**src/rtl/shift_operand_decoder.sv**
```systemverilog
// shift_operand_decoder
// Turns an ARM data-processing operand2 field (I bit + 12 bits) into the
// control interface of the barrel shifter: operand, amount, op, carry-in and
// the zero/big/rrx special-case flags.
// - Immediate and register-immediate forms decode in one cycle.
// - Register-specified shifts first fetch Rs over a request/valid handshake.
// - Results sit in a valid/ready output register that holds while stalled.
// Optional feature: define SHIFT_DEC_STATS_EN to add the stall_cycles output,
// which counts the cycles spent waiting for Rs and saturates at 16'hFFFF.
module shift_operand_decoder #(
    parameter int DATA_WIDTH     = 32,
    parameter int ADDR_WIDTH     = 5,
    parameter int REG_ADDR_WIDTH = 4
) (
    input  logic                      clk,
    input  logic                      rst_n,
    input  logic                      in_valid,
    output logic                      in_ready,
    input  logic                      i_bit,
    input  logic [11:0]               operand2,
    input  logic [DATA_WIDTH-1:0]     rm_data,
    input  logic                      carry_flag,
    output logic                      rs_req,
    output logic [REG_ADDR_WIDTH-1:0] rs_addr,
    input  logic                      rs_valid,
    input  logic [DATA_WIDTH-1:0]     rs_data,
    output logic                      out_valid,
    input  logic                      out_ready,
    output logic [DATA_WIDTH-1:0]     shift_in,
    output logic [ADDR_WIDTH-1:0]     shift_amount,
    output logic [1:0]                shift_op,
    output logic                      shift_carry_in,
    output logic                      shift_zero,
    output logic                      shift_big,
    output logic                      shift_rrx,
`ifdef SHIFT_DEC_STATS_EN
    output logic [15:0]               stall_cycles,
`endif
    output logic                      decode_err
);

    typedef enum logic [1:0] {
        ST_IDLE     = 2'd0,
        ST_RS_WAIT  = 2'd1,
        ST_OUT_HOLD = 2'd2
    } state_t;

    localparam logic [1:0] OP_LSL = 2'd0;
    localparam logic [1:0] OP_LSR = 2'd1;
    localparam logic [1:0] OP_ASR = 2'd2;
    localparam logic [1:0] OP_ROR = 2'd3;

    // Flags {zero, big, rrx} for a shift by an immediate amount: amount 0 is
    // reinterpreted per op (LSL #0 pass-through, LSR/ASR #0 mean #32, ROR #0 is RRX).
    function automatic logic [2:0] imm_shift_flags(input logic [1:0] op,
                                                   input logic [4:0] amt);
        logic [2:0] flags;
        flags = 3'b000;
        if (amt == 5'd0) begin
            case (op)
                OP_LSL:  flags = 3'b100;
                OP_LSR:  flags = 3'b010;
                OP_ASR:  flags = 3'b010;
                OP_ROR:  flags = 3'b001;
                default: flags = 3'b000;
            endcase
        end else begin
            flags = 3'b000;
        end
        return flags;
    endfunction

    // Flags {zero, big, rrx} for a shift by Rs[7:0]. A ROR by a non-zero
    // multiple of 32 is "big" (result unchanged, carry = bit 31); any other
    // ROR wraps and only uses the low five bits.
    function automatic logic [2:0] reg_shift_flags(input logic [1:0] op,
                                                   input logic [7:0] rs_low);
        logic zero_f;
        logic big_f;
        zero_f = (rs_low == 8'd0);
        big_f  = (rs_low[7:5] != 3'd0) && ((op != OP_ROR) || (rs_low[4:0] == 5'd0));
        return {zero_f, big_f, 1'b0};
    endfunction

    // Registered state
    state_t                    state_q, state_d;
    logic                      out_valid_q, out_valid_d;
    logic [DATA_WIDTH-1:0]     shift_in_q, shift_in_d;
    logic [ADDR_WIDTH-1:0]     shift_amount_q, shift_amount_d;
    logic [1:0]                shift_op_q, shift_op_d;
    logic                      shift_carry_in_q, shift_carry_in_d;
    logic                      shift_zero_q, shift_zero_d;
    logic                      shift_big_q, shift_big_d;
    logic                      shift_rrx_q, shift_rrx_d;
    logic                      decode_err_q, decode_err_d;
    logic                      rs_req_q, rs_req_d;
    logic [REG_ADDR_WIDTH-1:0] rs_addr_q, rs_addr_d;
    logic [DATA_WIDTH-1:0]     pend_rm_q, pend_rm_d;
    logic [1:0]                pend_op_q, pend_op_d;
    logic                      pend_carry_q, pend_carry_d;

    // Combinational decode of the presented operand
    logic                      in_ready_s;
    logic                      accept_s;
    logic                      is_rs_form_s;
    logic                      is_err_form_s;
    logic [DATA_WIDTH-1:0]     dec_shift_in_s;
    logic [ADDR_WIDTH-1:0]     dec_amount_s;
    logic [1:0]                dec_op_s;
    logic                      dec_carry_s;
    logic [2:0]                dec_flags_s;
    logic                      dec_err_s;
    logic [2:0]                rs_flags_s;
    logic                      unused_rs_hi_s;

    // The shifter only consumes Rs[7:0]; the upper bits are intentionally dropped.
    assign unused_rs_hi_s = ^rs_data[DATA_WIDTH-1:8];

    assign is_err_form_s = ~i_bit & operand2[7] & operand2[4];
    assign is_rs_form_s  = ~i_bit & ~operand2[7] & operand2[4];
    assign accept_s      = in_valid & in_ready_s;
    assign rs_flags_s    = reg_shift_flags(pend_op_q, rs_data[7:0]);

    // State register and all datapath flops, synchronous active-low reset
    always_ff @(posedge clk) begin
        if (!rst_n) begin
            state_q          <= ST_IDLE;
            out_valid_q      <= 1'b0;
            shift_in_q       <= {DATA_WIDTH{1'b0}};
            shift_amount_q   <= {ADDR_WIDTH{1'b0}};
            shift_op_q       <= 2'd0;
            shift_carry_in_q <= 1'b0;
            shift_zero_q     <= 1'b0;
            shift_big_q      <= 1'b0;
            shift_rrx_q      <= 1'b0;
            decode_err_q     <= 1'b0;
            rs_req_q         <= 1'b0;
            rs_addr_q        <= {REG_ADDR_WIDTH{1'b0}};
            pend_rm_q        <= {DATA_WIDTH{1'b0}};
            pend_op_q        <= 2'd0;
            pend_carry_q     <= 1'b0;
        end else begin
            state_q          <= state_d;
            out_valid_q      <= out_valid_d;
            shift_in_q       <= shift_in_d;
            shift_amount_q   <= shift_amount_d;
            shift_op_q       <= shift_op_d;
            shift_carry_in_q <= shift_carry_in_d;
            shift_zero_q     <= shift_zero_d;
            shift_big_q      <= shift_big_d;
            shift_rrx_q      <= shift_rrx_d;
            decode_err_q     <= decode_err_d;
            rs_req_q         <= rs_req_d;
            rs_addr_q        <= rs_addr_d;
            pend_rm_q        <= pend_rm_d;
            pend_op_q        <= pend_op_d;
            pend_carry_q     <= pend_carry_d;
        end
    end

    // Next-state logic: Rs fetch waits in RS_WAIT, a stalled output parks in OUT_HOLD
    always_comb begin
        state_d = state_q;
        case (state_q)
            ST_IDLE: begin
                if (accept_s && is_rs_form_s) begin
                    state_d = ST_RS_WAIT;
                end else if (out_valid_q && !out_ready) begin
                    state_d = ST_OUT_HOLD;
                end else begin
                    state_d = ST_IDLE;
                end
            end
            ST_RS_WAIT: begin
                if (rs_valid) begin
                    state_d = ST_IDLE;
                end else begin
                    state_d = ST_RS_WAIT;
                end
            end
            ST_OUT_HOLD: begin
                if (out_ready) begin
                    state_d = ST_IDLE;
                end else begin
                    state_d = ST_OUT_HOLD;
                end
            end
            default: state_d = ST_IDLE;
        endcase
    end

    // Output-side handshake: accept only when idle and the output slot frees this cycle
    always_comb begin
        in_ready_s = 1'b0;
        case (state_q)
            ST_IDLE:     in_ready_s = ~out_valid_q | out_ready;
            ST_RS_WAIT:  in_ready_s = 1'b0;
            ST_OUT_HOLD: in_ready_s = 1'b0;
            default:     in_ready_s = 1'b0;
        endcase
    end

    // Single-cycle decode of immediate, register-immediate and illegal forms
    always_comb begin
        dec_shift_in_s = {DATA_WIDTH{1'b0}};
        dec_amount_s   = {ADDR_WIDTH{1'b0}};
        dec_op_s       = 2'd0;
        dec_carry_s    = 1'b0;
        dec_flags_s    = 3'b000;
        dec_err_s      = 1'b0;
        if (i_bit) begin
            // 8-bit immediate rotated right by twice the 4-bit field; never >= 32
            dec_shift_in_s = {{(DATA_WIDTH-8){1'b0}}, operand2[7:0]};
            dec_amount_s   = {operand2[11:8], 1'b0};
            dec_op_s       = OP_ROR;
            dec_carry_s    = carry_flag;
            dec_flags_s    = {(operand2[11:8] == 4'd0), 1'b0, 1'b0};
        end else if (is_err_form_s) begin
            dec_err_s      = 1'b1;
        end else begin
            dec_shift_in_s = rm_data;
            dec_amount_s   = operand2[11:7];
            dec_op_s       = operand2[6:5];
            dec_carry_s    = carry_flag;
            dec_flags_s    = imm_shift_flags(operand2[6:5], operand2[11:7]);
        end
    end

    // Output register and Rs-fetch bookkeeping
    always_comb begin
        out_valid_d      = out_valid_q;
        shift_in_d       = shift_in_q;
        shift_amount_d   = shift_amount_q;
        shift_op_d       = shift_op_q;
        shift_carry_in_d = shift_carry_in_q;
        shift_zero_d     = shift_zero_q;
        shift_big_d      = shift_big_q;
        shift_rrx_d      = shift_rrx_q;
        decode_err_d     = decode_err_q;
        rs_req_d         = rs_req_q;
        rs_addr_d        = rs_addr_q;
        pend_rm_d        = pend_rm_q;
        pend_op_d        = pend_op_q;
        pend_carry_d     = pend_carry_q;

        if (state_q == ST_RS_WAIT) begin
            // The output slot was freed at accept, so it is empty here
            if (rs_valid) begin
                out_valid_d      = 1'b1;
                shift_in_d       = pend_rm_q;
                shift_amount_d   = rs_data[ADDR_WIDTH-1:0];
                shift_op_d       = pend_op_q;
                shift_carry_in_d = pend_carry_q;
                shift_zero_d     = rs_flags_s[2];
                shift_big_d      = rs_flags_s[1];
                shift_rrx_d      = rs_flags_s[0];
                decode_err_d     = 1'b0;
                rs_req_d         = 1'b0;
            end else begin
                rs_req_d         = 1'b1;
            end
        end else if (accept_s && !is_rs_form_s) begin
            out_valid_d      = 1'b1;
            shift_in_d       = dec_shift_in_s;
            shift_amount_d   = dec_amount_s;
            shift_op_d       = dec_op_s;
            shift_carry_in_d = dec_carry_s;
            shift_zero_d     = dec_flags_s[2];
            shift_big_d      = dec_flags_s[1];
            shift_rrx_d      = dec_flags_s[0];
            decode_err_d     = dec_err_s;
        end else if (out_valid_q && out_ready) begin
            out_valid_d      = 1'b0;
        end else begin
            out_valid_d      = out_valid_q;
        end

        // Register-specified shift: latch what is needed until Rs arrives
        if (accept_s && is_rs_form_s) begin
            rs_req_d     = 1'b1;
            rs_addr_d    = operand2[11:8];
            pend_rm_d    = rm_data;
            pend_op_d    = operand2[6:5];
            pend_carry_d = carry_flag;
        end else begin
            pend_rm_d    = pend_rm_q;
        end
    end

    // Drive ports from registers; in_ready is the combinational handshake term
    always_comb begin
        in_ready       = in_ready_s;
        out_valid      = out_valid_q;
        shift_in       = shift_in_q;
        shift_amount   = shift_amount_q;
        shift_op       = shift_op_q;
        shift_carry_in = shift_carry_in_q;
        shift_zero     = shift_zero_q;
        shift_big      = shift_big_q;
        shift_rrx      = shift_rrx_q;
        decode_err     = decode_err_q;
        rs_req         = rs_req_q;
        rs_addr        = rs_addr_q;
    end

`ifdef SHIFT_DEC_STATS_EN
    logic [15:0] stall_cycles_q, stall_cycles_d;

    // Saturating count of cycles spent waiting on the register file for Rs
    always_comb begin
        if ((state_q == ST_RS_WAIT) && (stall_cycles_q != 16'hFFFF)) begin
            stall_cycles_d = stall_cycles_q + 16'd1;
        end else begin
            stall_cycles_d = stall_cycles_q;
        end
    end

    // Stall counter register
    always_ff @(posedge clk) begin
        if (!rst_n) begin
            stall_cycles_q <= 16'd0;
        end else begin
            stall_cycles_q <= stall_cycles_d;
        end
    end

    assign stall_cycles = stall_cycles_q;
`endif

endmodule

```
**config.mk**
```make
export PLATFORM = sky130hd
export DESIGN_NAME = shift_operand_decoder
export DESIGN_NICKNAME = d
export VERILOG_FILES = /design/src/rtl/shift_operand_decoder.sv
export SDC_FILE = /design/constraint.sdc
export NUM_CORES = 1
export LEC_CHECK = 0
export ABC_AREA = 1
export CAP_MARGIN = 20
export CORE_ASPECT_RATIO = 1.2
export CORE_UTILIZATION = 47
export CTS_CLUSTER_DIAMETER = 30
export DETAILED_ROUTE_END_ITERATION = 8
export PLACE_DENSITY = 0.91
export SYNTH_ARGS = -nofsm -noshare
export SYNTH_HDL_FRONTEND = slang
export SYNTH_SLANG_ARGS = --single-unit
export TNS_END_PERCENT = 100
```
**constraint.sdc**
```tcl
create_clock -name clk -period 1.4 [get_ports clk]
set_clock_uncertainty 0.05 [all_clocks]
set_input_delay 0.28 -clock clk [delete_from_list [all_inputs] [get_ports clk]]
set_output_delay 0.28 -clock clk [all_outputs]
set_load 0.02 [all_outputs]
```
## Yosys cells after proc, flatten, opt, wreduce, memory -nomap -nowiden

Cells that the tools add are included.

- Flip-flop bits (word level): 87
- Input port bits: 83
- Output and inout port bits: 51

- Equality and inequality tests: 7
- Multiplexer cells: 50
- Bitwise logic cells: 9
- Reduce and logical (&&, ||, !) cells: 21

Operators with widths:

| kind | count |
|---|---|
| $mux W32 | 5 |
| $mux W1 | 27 |
| $mux W5 | 5 |
| $mux W2 | 8 |
| $logic_not A5 Y1 | 2 |
| $mux W3 | 3 |
| $pmux W3 S3 | 1 |
| $logic_not A8 Y1 | 1 |
| $eq A2 B2 Y1 const B | 3 |
| $pmux W2 S3 | 1 |
| $reduce_bool A3 Y1 | 2 |
| $and A1 B1 Y1 | 5 |
| $logic_and A1 B1 Y1 | 5 |
| $eq A2 B1 Y1 const B | 2 |
| $logic_not A2 Y1 | 2 |
| $logic_not A4 Y1 | 1 |
| $ne A2 B2 Y1 const B | 2 |
| $reduce_and A2 Y1 | 2 |
| $reduce_bool A2 Y1 | 2 |
| $not A1 Y1 | 3 |
| $logic_not A1 Y1 | 2 |
| $reduce_or A2 Y1 | 1 |
| $logic_or A1 B1 Y1 | 1 |
| $or A1 B1 Y1 | 1 |

## Depth between registers and ports, before layout

- Depth after elaboration: 8
- Gate-level depth with buffers: 10

## Worst setup path before layout

No wires, ideal clock.

- Path kind: reg2reg
- Start point: register out_valid_q (netlist: out_valid)
- End point: register out_valid_q (netlist: out_valid)
- Data arrival time: 1288 ps
- Data required time: 1235 ps
- Setup slack: -54 ps
- Cell stages (with the launch flop): 9
- Buffers on the path: 1
- Clock period less this slack: 1454 ps
- Cells stage by stage: dfxtp_1 -> inv_1 -> nor2_1 -> nor2_4 -> nand3_4 -> nand2_8 -> buf_6 -> o21ai_0 -> inv_1

- Longest elaborated chain between the ends: 7
- Elaborated cells on any way between the ends: 10
- Classes of those cells: mux: 3; bitwise: 3; reduce/logical: 4

RTL lines:

| item | line | source |
|---|---|---|
| start: declaration | 87 | `logic out_valid_q, out_valid_d;` |
| start signal: assignment | 144 | `out_valid_q <= out_valid_d;` |
| $not A1 Y1 (*) | 196 | `ST_IDLE: in_ready_s = ~out_valid_q \| out_ready;` |
| $or A1 B1 Y1 (*) | 196 |  |
| $mux W1 (*) | 195 | `case (state_q)` |
| via in_ready | 18 | `output logic in_ready,` |
| $and A1 B1 Y1 (*) | 121 | `assign accept_s = in_valid & in_ready_s;` |
| $logic_and A1 B1 Y1 (*) | 262 | `end else if (accept_s && !is_rs_form_s) begin` |
| $reduce_bool A3 Y1 (no line) / $mux W1 (equally long branches) | -- |  |
| $reduce_and A2 Y1 (no line) / $mux W1 (equally long branches) | -- |  |

Mark *: on every way through the listed nets, which the timed path passes. The rest lies on a longest branch.
A chain may end at the register's enable or synchronous reset.

## Worst setup path after layout

- Start point: register state_q[0]
- End point: register shift_big_q (netlist: shift_big)

- Longest elaborated chain between the ends: 6
- Elaborated cells on any way between the ends: 9
- Classes of those cells: eq/ne: 2; mux: 2; bitwise: 1; reduce/logical: 4

RTL lines:

| item | line | source |
|---|---|---|
| start: declaration | 86 | `state_t state_q, state_d;` |
| start signal: assignment | 143 | `state_q <= state_d;` |
| $logic_not A2 Y1 | 195 |  |
| $mux W1 | 195 |  |
| $and A1 B1 Y1 | 121 |  |
| $logic_and A1 B1 Y1 | 262 |  |
| $reduce_bool A2 Y1 (no line) | -- |  |
| $reduce_and A2 Y1 (no line) | -- |  |
| end signal: assignment | 150 | `shift_big_q <= shift_big_d;` |
| end: declaration | 93 | `logic shift_big_q, shift_big_d;` |

Several ways; a longest one is shown, not always the timed one.

==> flow_metrics.tcl <==
set metrics [dict create \
    status "complete, but fails checks" \
    violations "negative setup slack" \
    hold_viol 0 \
    cp.required_ns 1.62 \
    r2r_start "state_q[0]" \
    finalInstanceArea_mm2 0.00676 \
    clk_root_buffer_cell "clkbuf_8" \
    grt.overflow.total 0 \
    finalCoreUtilization_pct 78.1 \
    pwr-share-seq_pct 43.4 \
    synth_top_family_by_area "simple AND/OR/NAND/NOR gates" \
    dr.pass1.iters 5 \
    yosysUniqueCellTypes 28 \
    synth_nets 727 \
    grt_pass1_wl_um 24100 \
    min_period_over_period_pct 115 \
    drtAntennaViolNets 0 \
    cts.sink_count 87 \
    antennaDiodeCount 0 \
    avgSynthCellArea_um2 6.61 \
    synth-adder-area-share_pct 0.590 \
    clk_pin_slew_ns 0.08 \
    power_mw 6.42 \
    core_area_mm2 0.00866 \
    p_comb_share_pct 30.1 \
    path_cells "inv_2 -> nand2_2 -> nor2_4 -> buf_6 -> nand3_4 -> buf_6 -> buf_6 -> nand3b_1 -> nand2_1 -> nor2_1" \
    clock_latency_ns 0.36 \
    ys_ff_latch 87 \
    leakage_nw 3.15 \
    cts_buffer_depth 2 \
    dieArea_mm2 0.00942 \
    p_clk_share_pct 26.5 \
    drc 0 \
    synth_mux_area_share_pct 0 \
    finalCriticalPeriod_ns 1.60 \
    nets 877 \
    max_freq_mhz 624 \
    drt_iter0_drc 551 \
    rows 37 \
    grt_usage_pct 33.9 \
    min-delay-start "rst_n" \
    cts_hold_buf 0 \
    cp_slowest_stage_delay_ns 0.35 \
    swShare_pct 32.4 \
    pre_cts_ws_ns -0.503 \
    hpwl_um 7990 \
    cpMostUsedCell "buf_6" \
    synthXorXnorAreaFrac_pct 0 \
    post_dp_cell_area_mm2 0.00557 \
    grt_setup_unrepaired "yes" \
    crit_slowest_cell "dfxtp_2" \
    power.density_mw_per_mm2 950 \
    area_growth_pct 59.3 \
    crit_path_end_kind "flip-flop" \
    grt_start_max_net_pins 86 \
    startpoint_type "flip-flop" \
    antenna_found_initial 0 \
    synth_ff_type "dfxtp_1" \
    cts-htree-levels 3 \
    yosysSeqAreaShare_pct 41.0 \
    p_int_mw 4.34 \
    cp_max_fo 3 \
    cts_tree "yes" \
    layout_commonest_cell "nand2_1" \
    via_per_inst 5.67 \
    gp_congestion 0.851 \
    synth-compound-area-share_pct 9.96 \
    slew_headroom_pct 72.3 \
    grt_pass1_vias 5052 \
    wl_um 16700 \
    ios 134 \
    yosys.area_share.simple_pct 39.4 \
    crit_family "simple AND/OR/NAND/NOR gates" \
    io_buffers 109 \
    drive_gt1_share_pct 34.5 \
    p_switching_mw 2.08 \
    final_cell_mix "128 x nand2_1, 94 x nor2_1, 78 x dfxtp_1" \
    slew_violations 0 \
    syn-instance-count 642 \
    synthArstFlopShare_pct 0 \
    die_h_um 106 \
    fin_tns_setup_ns -7.81 \
    cp_num_buf_inv 4 \
    cts_buffers 9 \
    yosysWarnings 0 \
    hp-class "in2reg" \
    fin_ws_ns -0.203 \
    start_util_pct 49.0 \
    cap_violations 0 \
    crit_start "state_q[0]" \
    num_vias 5173 \
    synth_edf_count 0 \
    worst_pin_slew_ns 0.410 \
    ir_worst_vdd_mv 0.819 \
    finalSetupViolations 79 \
    arrival_ns 1.83 \
    dieWidth_um 88.7 \
    syn_area_mm2 0.00424 \
    wl_per_cell_um 18.3 \
    crit_type "reg2reg" \
]
-- worst paths after layout --
path                       end  slack, ns  depth (start not counted)
setup / recovery     shift_big      -0.20                         10
hold / removal    shift_in[25]       0.38                          4
setup reg to reg     shift_big      -0.20                         10
hold reg to reg   shift_in[27]       0.43                          2
-- stage by stage --
stage                     hold slack [ns]  std cells
after global routing                0.398        912
final                               0.382        912
after CTS                           0.341        906
after global placement              0.411        861
after floorplan                     0.365        642
after detailed placement            0.422        861
-- worst register-to-register path, delay by kind of cell, from the launching register on --
family / cells / cell delay, ns
buffers and inverters: 4 / 0.46
flip-flops: 1 / 0.35
AND/OR/NAND/NOR: 6 / 0.66
-- metal layers --
layer | up-vias | wire, µm | track usage [%]
met2 | 368 | 8590 | 60.1
met5 | - | 0 | 0
li1 | 2306 | - | -
met3 | 118 | 1360 | 7.84
met1 | 2381 | 5530 | 34.7
met4 | 0 | 1190 | 22.5
-- power by group through the flow --
stage,registers (mW),clock network [mW],logic [mW]
floorplan,2.94,0,0.604
global placement,2.79,0,1.37
detailed placement,2.79,0,1.41
CTS,2.75,1.71,1.79
global route,2.80,1.81,2.06
finish,2.78,1.70,1.93
-- timing repair --
action	CTS	global route
gates resized for setup	221	137
endpoints found under the setup margin	128	130
pin swaps	28	39
setup buffers	21	10
cloned	11	4
-- logic make-up after synthesis --
group	after synthesis
AO/OA/AOI/OAI	84
adder cells (fa/ha/maj)	2
buffers and inverters	77
flip-flops	87
AND/OR/NAND/NOR	392
-- cell usage after synthesis, types with 2 or more instances --
cell,n,area (µm²)
nand4_1,2,12.5
buf_4,2,15.0
clkbuf_1,15,56.3
nor2_4,2,22.5
ha_1,2,25.0
a21oi_1,15,75.1
dfxtp_1,87,1740
inv_2,5,18.8
inv_1,30,113
o21ai_1,6,30.0
nand3_1,47,235
nand2_2,2,12.5
o21ai_0,62,310
nor2_1,154,578
nand3_2,2,20.0
buf_6,9,101
nand2_1,154,578
buf_2,13,65.1
or2_2,24,150
-- registers in the layout, summed over array words and instances, names as in the netlist --
register        count
decode_err          1
out_valid           1
pend_carry_q        1
pend_op_q           2
pend_rm_q          32
rs_addr             4
rs_req              1
shift_amount        5
shift_big           1
shift_carry_in      1
shift_in           32
shift_op            2
shift_rrx           1
shift_zero          1
state_q             2
-- cell type report --
type	instances	area, µm²
Fill cell	513	1900
Tap cell	117	146
Inverter	36	165
Sequential cell	87	1750
Multi-Input combinational cell	479	2610
Timing Repair Buffer	178	1900
Clock buffer	10	128
Clock inverter	4	48.8
Timing Repair inverter	1	11.3
Power figures use the tool's default switching activity.
